File: config.mk
export PLATFORM = sky130hd
export DESIGN_NAME = alu_op_sequencer
export DESIGN_NICKNAME = d
export VERILOG_FILES = /design/src/rtl/alu_op_sequencer.sv
export SDC_FILE = /design/constraint.sdc
export NUM_CORES = 1
export LEC_CHECK = 0
export ABC_AREA = 0
export CORE_ASPECT_RATIO = 1.5
export CORE_MARGIN = 1.5
export CORE_UTILIZATION = 41
export CTS_CLUSTER_DIAMETER = 60
export DETAILED_ROUTE_END_ITERATION = 12
export DONT_BUFFER_PORTS = 1
export SYNTH_ARGS = -nofsm -noshare
export SYNTH_HDL_FRONTEND = slang
export SYNTH_SLANG_ARGS = --single-unit
File: constraint.sdc
create_clock -name clk -period 2.51 [get_ports clk]
set_clock_uncertainty 0.1 [all_clocks]
set_input_delay 0.3765 -clock clk [delete_from_list [all_inputs] [get_ports clk]]
set_output_delay 0.3765 -clock clk [all_outputs]
set_load 0.05 [all_outputs]
File: src/rtl/alu_op_sequencer.sv
// Command sequencer for the accumulator ALU: buffers commands, issues each for one cycle,
// waits for the accumulator to settle, returns it. Build macro OPSEQ_STATS_EN adds counters.
module alu_op_sequencer #(
  parameter int unsigned DEPTH      = 4,
  parameter int unsigned SETTLE_CYC = 1,
  parameter int unsigned CW         = 3
) (
  input  logic        clk,
  input  logic        rst,
  input  logic        cmd_valid,
  output logic        cmd_ready,
  input  logic [3:0]  cmd_opcode,
  input  logic [15:0] cmd_operand,
  output logic [3:0]  alu_opcode,
  output logic [15:0] alu_operand,
  input  logic [31:0] alu_result,
  output logic        rsp_valid,
  input  logic        rsp_ready,
  output logic [31:0] rsp_result,
  output logic [3:0]  rsp_opcode,
  output logic        rsp_err,
`ifdef OPSEQ_STATS_EN
  output logic [15:0] stat_issued,
  output logic [15:0] stat_illegal,
`endif
  output logic        busy
);

  localparam int unsigned AW = (DEPTH > 1) ? $clog2(DEPTH) : 1;
  localparam logic [AW:0] FullCnt = (AW+1)'(DEPTH);

  localparam logic [3:0] OpNop = 4'd0;
  localparam logic [3:0] OpRst = 4'd1;
  localparam logic [3:0] OpAdd = 4'd5;
  localparam logic [3:0] OpAnd = 4'd9;

  typedef enum logic [1:0] {StIdle, StIssue, StWait, StResp} state_e;

  logic [3:0]    fifo_op   [DEPTH];
  logic [15:0]   fifo_opnd [DEPTH];
  logic [AW-1:0] wr_ptr_q;
  logic [AW-1:0] rd_ptr_q;
  logic [AW:0]   count_q;
  logic          in_reset_q;

  state_e        state_q;
  logic [CW-1:0] settle_q;
  logic [3:0]    cur_op_q;

  logic          push;
  logic          pop;
  logic          head_legal;
  logic [3:0]    head_op;
  logic [15:0]   head_opnd;

  // Ready comes only from registered state so it never depends on a same-cycle pop.
  assign cmd_ready = !in_reset_q && (count_q != FullCnt);
  assign push      = cmd_valid && cmd_ready;
  assign pop       = (state_q == StIdle) && (count_q != '0);
  assign head_op   = fifo_op[rd_ptr_q];
  assign head_opnd = fifo_opnd[rd_ptr_q];
  assign busy      = (state_q != StIdle) || (count_q != '0);

  always_comb begin
    head_legal = 1'b0;
    case (head_op)
      OpNop, OpRst, OpAdd, OpAnd: head_legal = 1'b1;
      default:                    head_legal = 1'b0;
    endcase
  end

  always_ff @(posedge clk) begin
    if (push) begin
      fifo_op[wr_ptr_q]   <= cmd_opcode;
      fifo_opnd[wr_ptr_q] <= cmd_operand;
    end
  end

  always_ff @(posedge clk) begin
    if (rst) begin
      wr_ptr_q   <= '0;
      rd_ptr_q   <= '0;
      count_q    <= '0;
      in_reset_q <= 1'b1;
    end else begin
      in_reset_q <= 1'b0;
      if (push) wr_ptr_q <= wr_ptr_q + AW'(1);
      if (pop)  rd_ptr_q <= rd_ptr_q + AW'(1);
      count_q <= count_q + (AW+1)'(push) - (AW+1)'(pop);
    end
  end

  // The ALU accumulator has no reset of its own: drive RESET into it while rst is held.
  always_ff @(posedge clk) begin
    if (rst) begin
      state_q     <= StIdle;
      alu_opcode  <= OpRst;
      alu_operand <= '0;
      rsp_valid   <= 1'b0;
      rsp_result  <= '0;
      rsp_opcode  <= '0;
      rsp_err     <= 1'b0;
      settle_q    <= '0;
      cur_op_q    <= '0;
    end else begin
      unique case (state_q)
        StIdle: begin
          alu_opcode <= OpNop;
          if (pop) begin
            cur_op_q <= head_op;
            if (head_legal) begin
              state_q     <= StIssue;
              alu_opcode  <= head_op;
              alu_operand <= head_opnd;
            end else begin
              state_q    <= StResp;
              rsp_valid  <= 1'b1;
              rsp_result <= alu_result;
              rsp_opcode <= head_op;
              rsp_err    <= 1'b1;
            end
          end
        end
        StIssue: begin
          alu_opcode <= OpNop;
          settle_q   <= CW'(SETTLE_CYC - 1);
          state_q    <= StWait;
        end
        StWait: begin
          if (settle_q == '0) begin
            state_q    <= StResp;
            rsp_valid  <= 1'b1;
            rsp_result <= alu_result;
            rsp_opcode <= cur_op_q;
            rsp_err    <= 1'b0;
          end else begin
            settle_q <= settle_q - CW'(1);
          end
        end
        StResp: begin
          if (rsp_ready) begin
            rsp_valid <= 1'b0;
            state_q   <= StIdle;
          end
        end
        default: state_q <= StIdle;
      endcase
    end
  end

`ifdef OPSEQ_STATS_EN
  always_ff @(posedge clk) begin
    if (rst) begin
      stat_issued  <= '0;
      stat_illegal <= '0;
    end else if (pop) begin
      if (head_legal) stat_issued  <= stat_issued + 16'd1;
      else            stat_illegal <= stat_illegal + 16'd1;
    end
  end
`endif

endmodule

# ---- Word level (Yosys, flattened, before mapping)
# Memory sizes are Yosys's and may differ from the RTL's. A register that Yosys moved wholly into a read port is not among the register bits.
# Index checks and enable logic that the tools add are counted.
dict set report totals {
  ram_bits 80
  ff_bits 59
  in_bits 56
  out_inout_bits 60
  memories 2
  wordCells 83
}
dict set report classes {
  n_reduce_logical 21
  addsub 5
  eq_ne 12
  mux 31
}
# memory words width read_ports rd_ports_with_merged_regs wr line
set mem_list {}
lappend mem_list {fifo_opnd 4 16 1 1 1 40} ;# logic [15:0] fifo_opnd [DEPTH];
lappend mem_list {fifo_op 4 4 1 1 1 39} ;# logic [3:0] fifo_op [DEPTH];
# cell count
set op_table {}
lappend op_table {{$mux W32} 3}
lappend op_table {{$pmux W32 S2} 1}
lappend op_table {{$mux W4} 5}
lappend op_table {{$pmux W4 S2} 2}
lappend op_table {{$mux W2} 6}
lappend op_table {{$ne A2 B2 Y1 const B} 5}
lappend op_table {{$mux W1} 9}
lappend op_table {{$pmux W2 S4} 1}
lappend op_table {{$reduce_bool A2 Y1} 4}
lappend op_table {{$pmux W3 S2} 1}
lappend op_table {{$reduce_and A3 Y1} 2}
lappend op_table {{$reduce_bool A3 Y1} 2}
lappend op_table {{$reduce_and A5 Y1} 1}
lappend op_table {{$add A2 B1 Y2 const B} 2}
lappend op_table {{$eq A2 B2 Y1 const B} 2}
lappend op_table {{$eq A4 B1 Y1 const B} 1}
lappend op_table {{$eq A4 B3 Y1 const B} 1}
lappend op_table {{$eq A4 B4 Y1 const B} 1}
lappend op_table {{$logic_not A4 Y1} 1}
lappend op_table {{$reduce_and A2 Y1} 2}
lappend op_table {{$reduce_and A4 Y1} 1}
lappend op_table {{$reduce_or A4 Y1} 1}
lappend op_table {{$add A3 B1 Y3} 1}
lappend op_table {{$logic_and A1 B1 Y1} 3}
lappend op_table {{11 further kinds} 11}

# ---- Logic depth before layout (Yosys ltp)
dict set report logic_depth {
  depth_word 6
  ltp_mapped 11
  depth_no_buf 11
}

# ---- Least setup slack after synthesis
# OpenSTA, ideal clock, no wires.
dict set report synth_path {
  path_type {reg2reg}
  from {register count_q[1]}
  to {register count_q[2]}
  setup_slack_ps -593
  synth_period_minus_slack_ps 3103
  n_path_buf 0
  path_stages_with_launch 12
  setup_ps 128
  required_time_ps 2282
  arrival_ps 2875
  cell_sequence {dfxtp_1 > nor2_1 > a21oi_1 > and2_1 > inv_1 > ha_1 > inv_1 > ha_1 > fa_1 > xnor2_1 > xnor2_1 > nor2_1}
}
dict set report synth_via {
  elab_chain_cells 5
  elab_cells_between_ends 7
  classes_between {add/sub: 2; eq/ne: 1; reduce/logical: 4}
}
# element line
set synth_rtl {}
lappend synth_rtl {{from (decl)} 43} ;# logic [AW:0] count_q;
lappend synth_rtl {{from (signal assigned)} 89} ;# count_q <= count_q + (AW+1)'(push) - (AW+1)'(pop);
lappend synth_rtl {{$ne A3 B3 Y1} 57} ;# assign cmd_ready = !in_reset_q && (count_q != FullCnt);
lappend synth_rtl {{$logic_and A1 B1 Y1} 57}
lappend synth_rtl {{named net cmd_ready} 11} ;# output logic cmd_ready,
lappend synth_rtl {{$logic_and A1 B1 Y1} 58} ;# assign push = cmd_valid && cmd_ready;
lappend synth_rtl {{$add A3 B1 Y3} 89}
lappend synth_rtl {{$sub A3 B1 Y3} 89}
# The timed path passes the listed nets, and every way through them passes these cells.
# A chain may end at the register's enable or synchronous reset.

# ---- Worst setup path after layout
dict set report layout_path {
  from {register state_q[1]}
  to {register count_q[2]}
}
dict set report layout_via {
  elab_chain_cells 3
}
# element line
set layout_rtl {}
lappend layout_rtl {{from (decl)} 46} ;# state_e state_q;
lappend layout_rtl {{from (signal assigned)} 96} ;# state_q <= StIdle;
lappend layout_rtl {{from (signal assigned)} 112} ;# state_q <= StIssue;
lappend layout_rtl {{from (signal assigned)} 116} ;# state_q <= StResp;
lappend layout_rtl {{$logic_not A2 Y1} 59} ;# assign pop = (state_q == StIdle) && (count_q != '0);
lappend layout_rtl {{$logic_and A1 B1 Y1} 59}
lappend layout_rtl {{$sub A3 B1 Y3} 89}
# Every way passes these cells.

==> metrics.md <==
| Metric | Value |
|---|---|
| Status | `finished clean` |
| Final setup fails | `0` |
| Initial cell density of the core | `0.422` |
| Total congestion overflow | `0` |
| Worst skew pair latency | `0.41 ns` |
| Type of the worst setup path | `reg2reg` |
| Cts bufs inserted | `17` |
| Initial antenna violation count | `0` |
| R2r endpoint | `count_q[2]` |
| Area growth from synthesis to layout | `23.5%` |
| Worst relative slew slack | `0.604` |
| Cell Chain, Critical Path | `inv_1, ha_4, o31ai_2, inv_2, ha_1, inv_1, ha_1, fa_1, xnor2_2, xnor2_1, nor2_1` |
| Largest net degree at the start of global routing | `77` |
| Via density | `5.26` |
| Power per standard cell area | `approximately 1300 nW/µm²` |
| Post-CTS Setup Inserts | `0` |
| Post-synthesis cell type count | `between 40 and 50` |
| Fin crit period | `between 2 and 2.5 ns` |
| Asr flop ratio synth | `0` |
| Crit path from | `state_q[1]` |
| Final hold violations | `0` |
| Syn_nets | `524` |
| Final setup TNS | `0 ns` |
| Reg-to-reg startpoint | `state_q[1]` |
| Final worst slack | `0.142 ns` |
| Critical path endpoint category | `flop` |
| CORE AREA | `15200 µm²` |
| #FFs+latches synth | `roughly 160` |
| DR DRC count | `0` |
| DIE WIDTH | `roughly 110 µm` |
| Fmax achieved | `0.422 GHz` |
| TritonRoute pass-1 iters | `4` |
| FF+latch area | `between 3000 and 4000 µm²` |
| Pre-CTS setup slack | `between 0.03 and 0.04 ns` |
| Clock-pin slew on the worst setup and hold paths | `roughly 0.06 ns` |
| Worst EP arrival | `around 2.6 ns` |
| Die area | `~16000 µm²` |
| Starting DRT DRC Count | `approximately 210` |
| Nets | `roughly 590` |
| Post-synth top area share | `0.374` |
| Final Cycle Share | `0.944` |
| Peak supply drop | `0.783 mV` |
| Synth Cell Area | `6420 µm²` |
| # diodes | `0` |
| Routed via count | `around 3900` |
| Crit path max fanout | `6` |
| Gpl congestion | `roughly 0.72` |
| CP max stage delay | `approximately 0.41 ns` |
| Post-synth EDFFs | `80` |
| Routed Wire Length | `about 13000 µm` |
| Critical path's top delay family | `adder cells` |
| Clock buffer depth | `2` |
| Vias in the first global route | `approximately 4200` |
| Hold_sp | `alu_result[23]` |
| Multi-input combinational cell area | `roughly 2300 µm²` |
| Slowest library cell on the worst path | `fa_1` |
| Worst hold-check path type | `in2reg` |
| Clk sinks | `between 150 and 200` |
| Least-Margin Pin Slew | `0.592 ns` |
| Ranking of synthesized cells by area | `edfxtp_1 37%, dfxtp_1 24%, mux4_2 7.0%` |
| Sequential area share after synthesis | `0.614` |
| Synth Instances | `455` |
| Yosys warns | `0` |
| WHS Path Cells | `2` |
| H-Tree Depth | `4` |
| # fillers | `1283` |
| TritonCTS clock tree | `yes` |
| Req. time, crit path | `2.69 ns` |
| Num ports | `116` |
| Placed wire-length estimate | `roughly 8600 µm` |
| Leakage | `~0.0027 µW` |
| Reg2reg setup slack | `~0.14 ns` |
| Post-route ant nets | `0` |
| Share of cells above drive strength 1 | `0.323` |
| # port buffers | `0` |
| Predominant post-synthesis flop cell | `edfxtp_1` |
| Chip height | `about 160 µm` |
| Maxcap violations | `0` |
| Cell taking the most area after synthesis | `edfxtp_1` |
| Hold EP | `rsp_result[23]` |
| CTS Root Cell | `clkbuf_16` |
| Row cnt | `55` |
| Wire per inst | `17.8 µm` |
| Count leader, synth | `edfxtp_1` |
| Reg2reg path depth | `11` |
| Worst setup SP type | `flop` |
| First-pass GRT wire length | `around 21000 µm` |
| Top cells by count, synth | `80 x edfxtp_1, 77 x dfxtp_1, 32 x nor2_1, 30 x a21oi_2, 30 x o21ai_2` |
| RSZ-0062 raised after global routing | `false` |
| Worst Path Buf+Inv | `3` |
| Max-slew violations | `0` |
| Gr usage total | `0.167` |
| Synth Area per Inst | `14.1 µm²` |
[cell type report]
| cell class | instances | area share |
|---|---|---|
| clock buffers | 18 | 0.0541 |
| multi-input cells | 256 | 0.292 |
| flip-flops and latches | 157 | 0.498 |
| inverters | 14 | 0.00663 |
| clock inverters | 14 | 0.0213 |
| repair buffers | 74 | 0.0975 |
| well taps | 199 | 0.0314 |
[kinds of logic (layout without fill, tap and decap cells)]
group,after synthesis,count (layout),share of synthesized area
AND/OR/NAND/NOR,97,97,0.0900
XOR/XNOR,5,5,0.00682
multiplexers,42,42,0.104
adder cells (fa/ha/maj),13,13,0.0265
AO/OA/AOI/OAI,99,99,0.123
buffers and inverters,42,120,0.0351
flip-flops,157,157,0.614
[layout by cell type, fill, tap and decap left out, types with 5 or more instances in the layout]
cell           count
a21oi_1           14
a21oi_2           30
buf_12             6
dlygate4sd3_1     49
edfxtp_1          80
a211oi_1           5
mux4_2            20
inv_1             12
nand2_1           10
and3_1             5
nand3_2           20
buf_4             18
clkbuf_16         17
ha_1              11
mux2i_1           22
inv_6              7
nor2_1            31
o21ai_2           30
o21ai_1            5
dfxtp_1           75
nand3_1           13
[registers in the layout, indices dropped and copies added (netlist names), named ones only]
register     count
alu_opcode       4
alu_operand     16
count_q          3
cur_op_q         4
fifo_op         16
fifo_opnd       64
in_reset_q       1
rd_ptr_q         2
rsp_err          1
rsp_opcode       4
rsp_result      32
rsp_valid        1
settle_q         3
state_q          2
wr_ptr_q         2
[layer usage]
layer,vias to the layer above,GRT usage,part of all wire
met5,-,0,0
met2,112,0.316,0.55
met3,15,0.0604,0.066
li1,1822,-,-
met4,0,0.0541,0.011
met1,1901,0.168,0.37
[worst max path at each step]
stage,slack (ns),cells past startpoint,end
finish,0.14,11,count_q[2]
CTS,0.01,11,count_q[2]
detailed placement,0.04,11,count_q[2]
floorplan,0.01,11,count_q[2]
global placement,0.11,11,count_q[2]
global route,0.007,11,count_q[2]
[where the power goes]
group	internal, µW	leakage (µW)	switching (µW)	total (µW)
registers	3160	0.00136	1470	4630
logic	1370	0.00104	1930	3310
clock network	1510	0.000297	1100	2610
total	6040	0.00269	4510	10500
[stage by stage]
stage | total power [µW] | hold WS, ns | cells | utilization | instance area [µm²]
5_1_grt | 11100 | 0.0141 | 732 | 0.522 | 7930
3_5_place_dp | 7890 | 0.318 | 650 | 0.447 | 6790
6_report | 10500 | 0.0321 | 732 | 0.522 | 7930
3_3_place_gp | 7800 | 0.318 | 650 | 0.447 | 6790
2_1_floorplan | 7160 | 0.304 | 455 | - | 6440
4_1_cts | 10600 | 0.00135 | 731 | 0.519 | 7900
[what timing repair did]
action,in CTS,in global routing
setup endpoints to repair,0,23
gates resized for setup,0,4
endpoints found under the hold margin,157,1
hold buffers,49,1
Power figures use the tool's default switching activity.
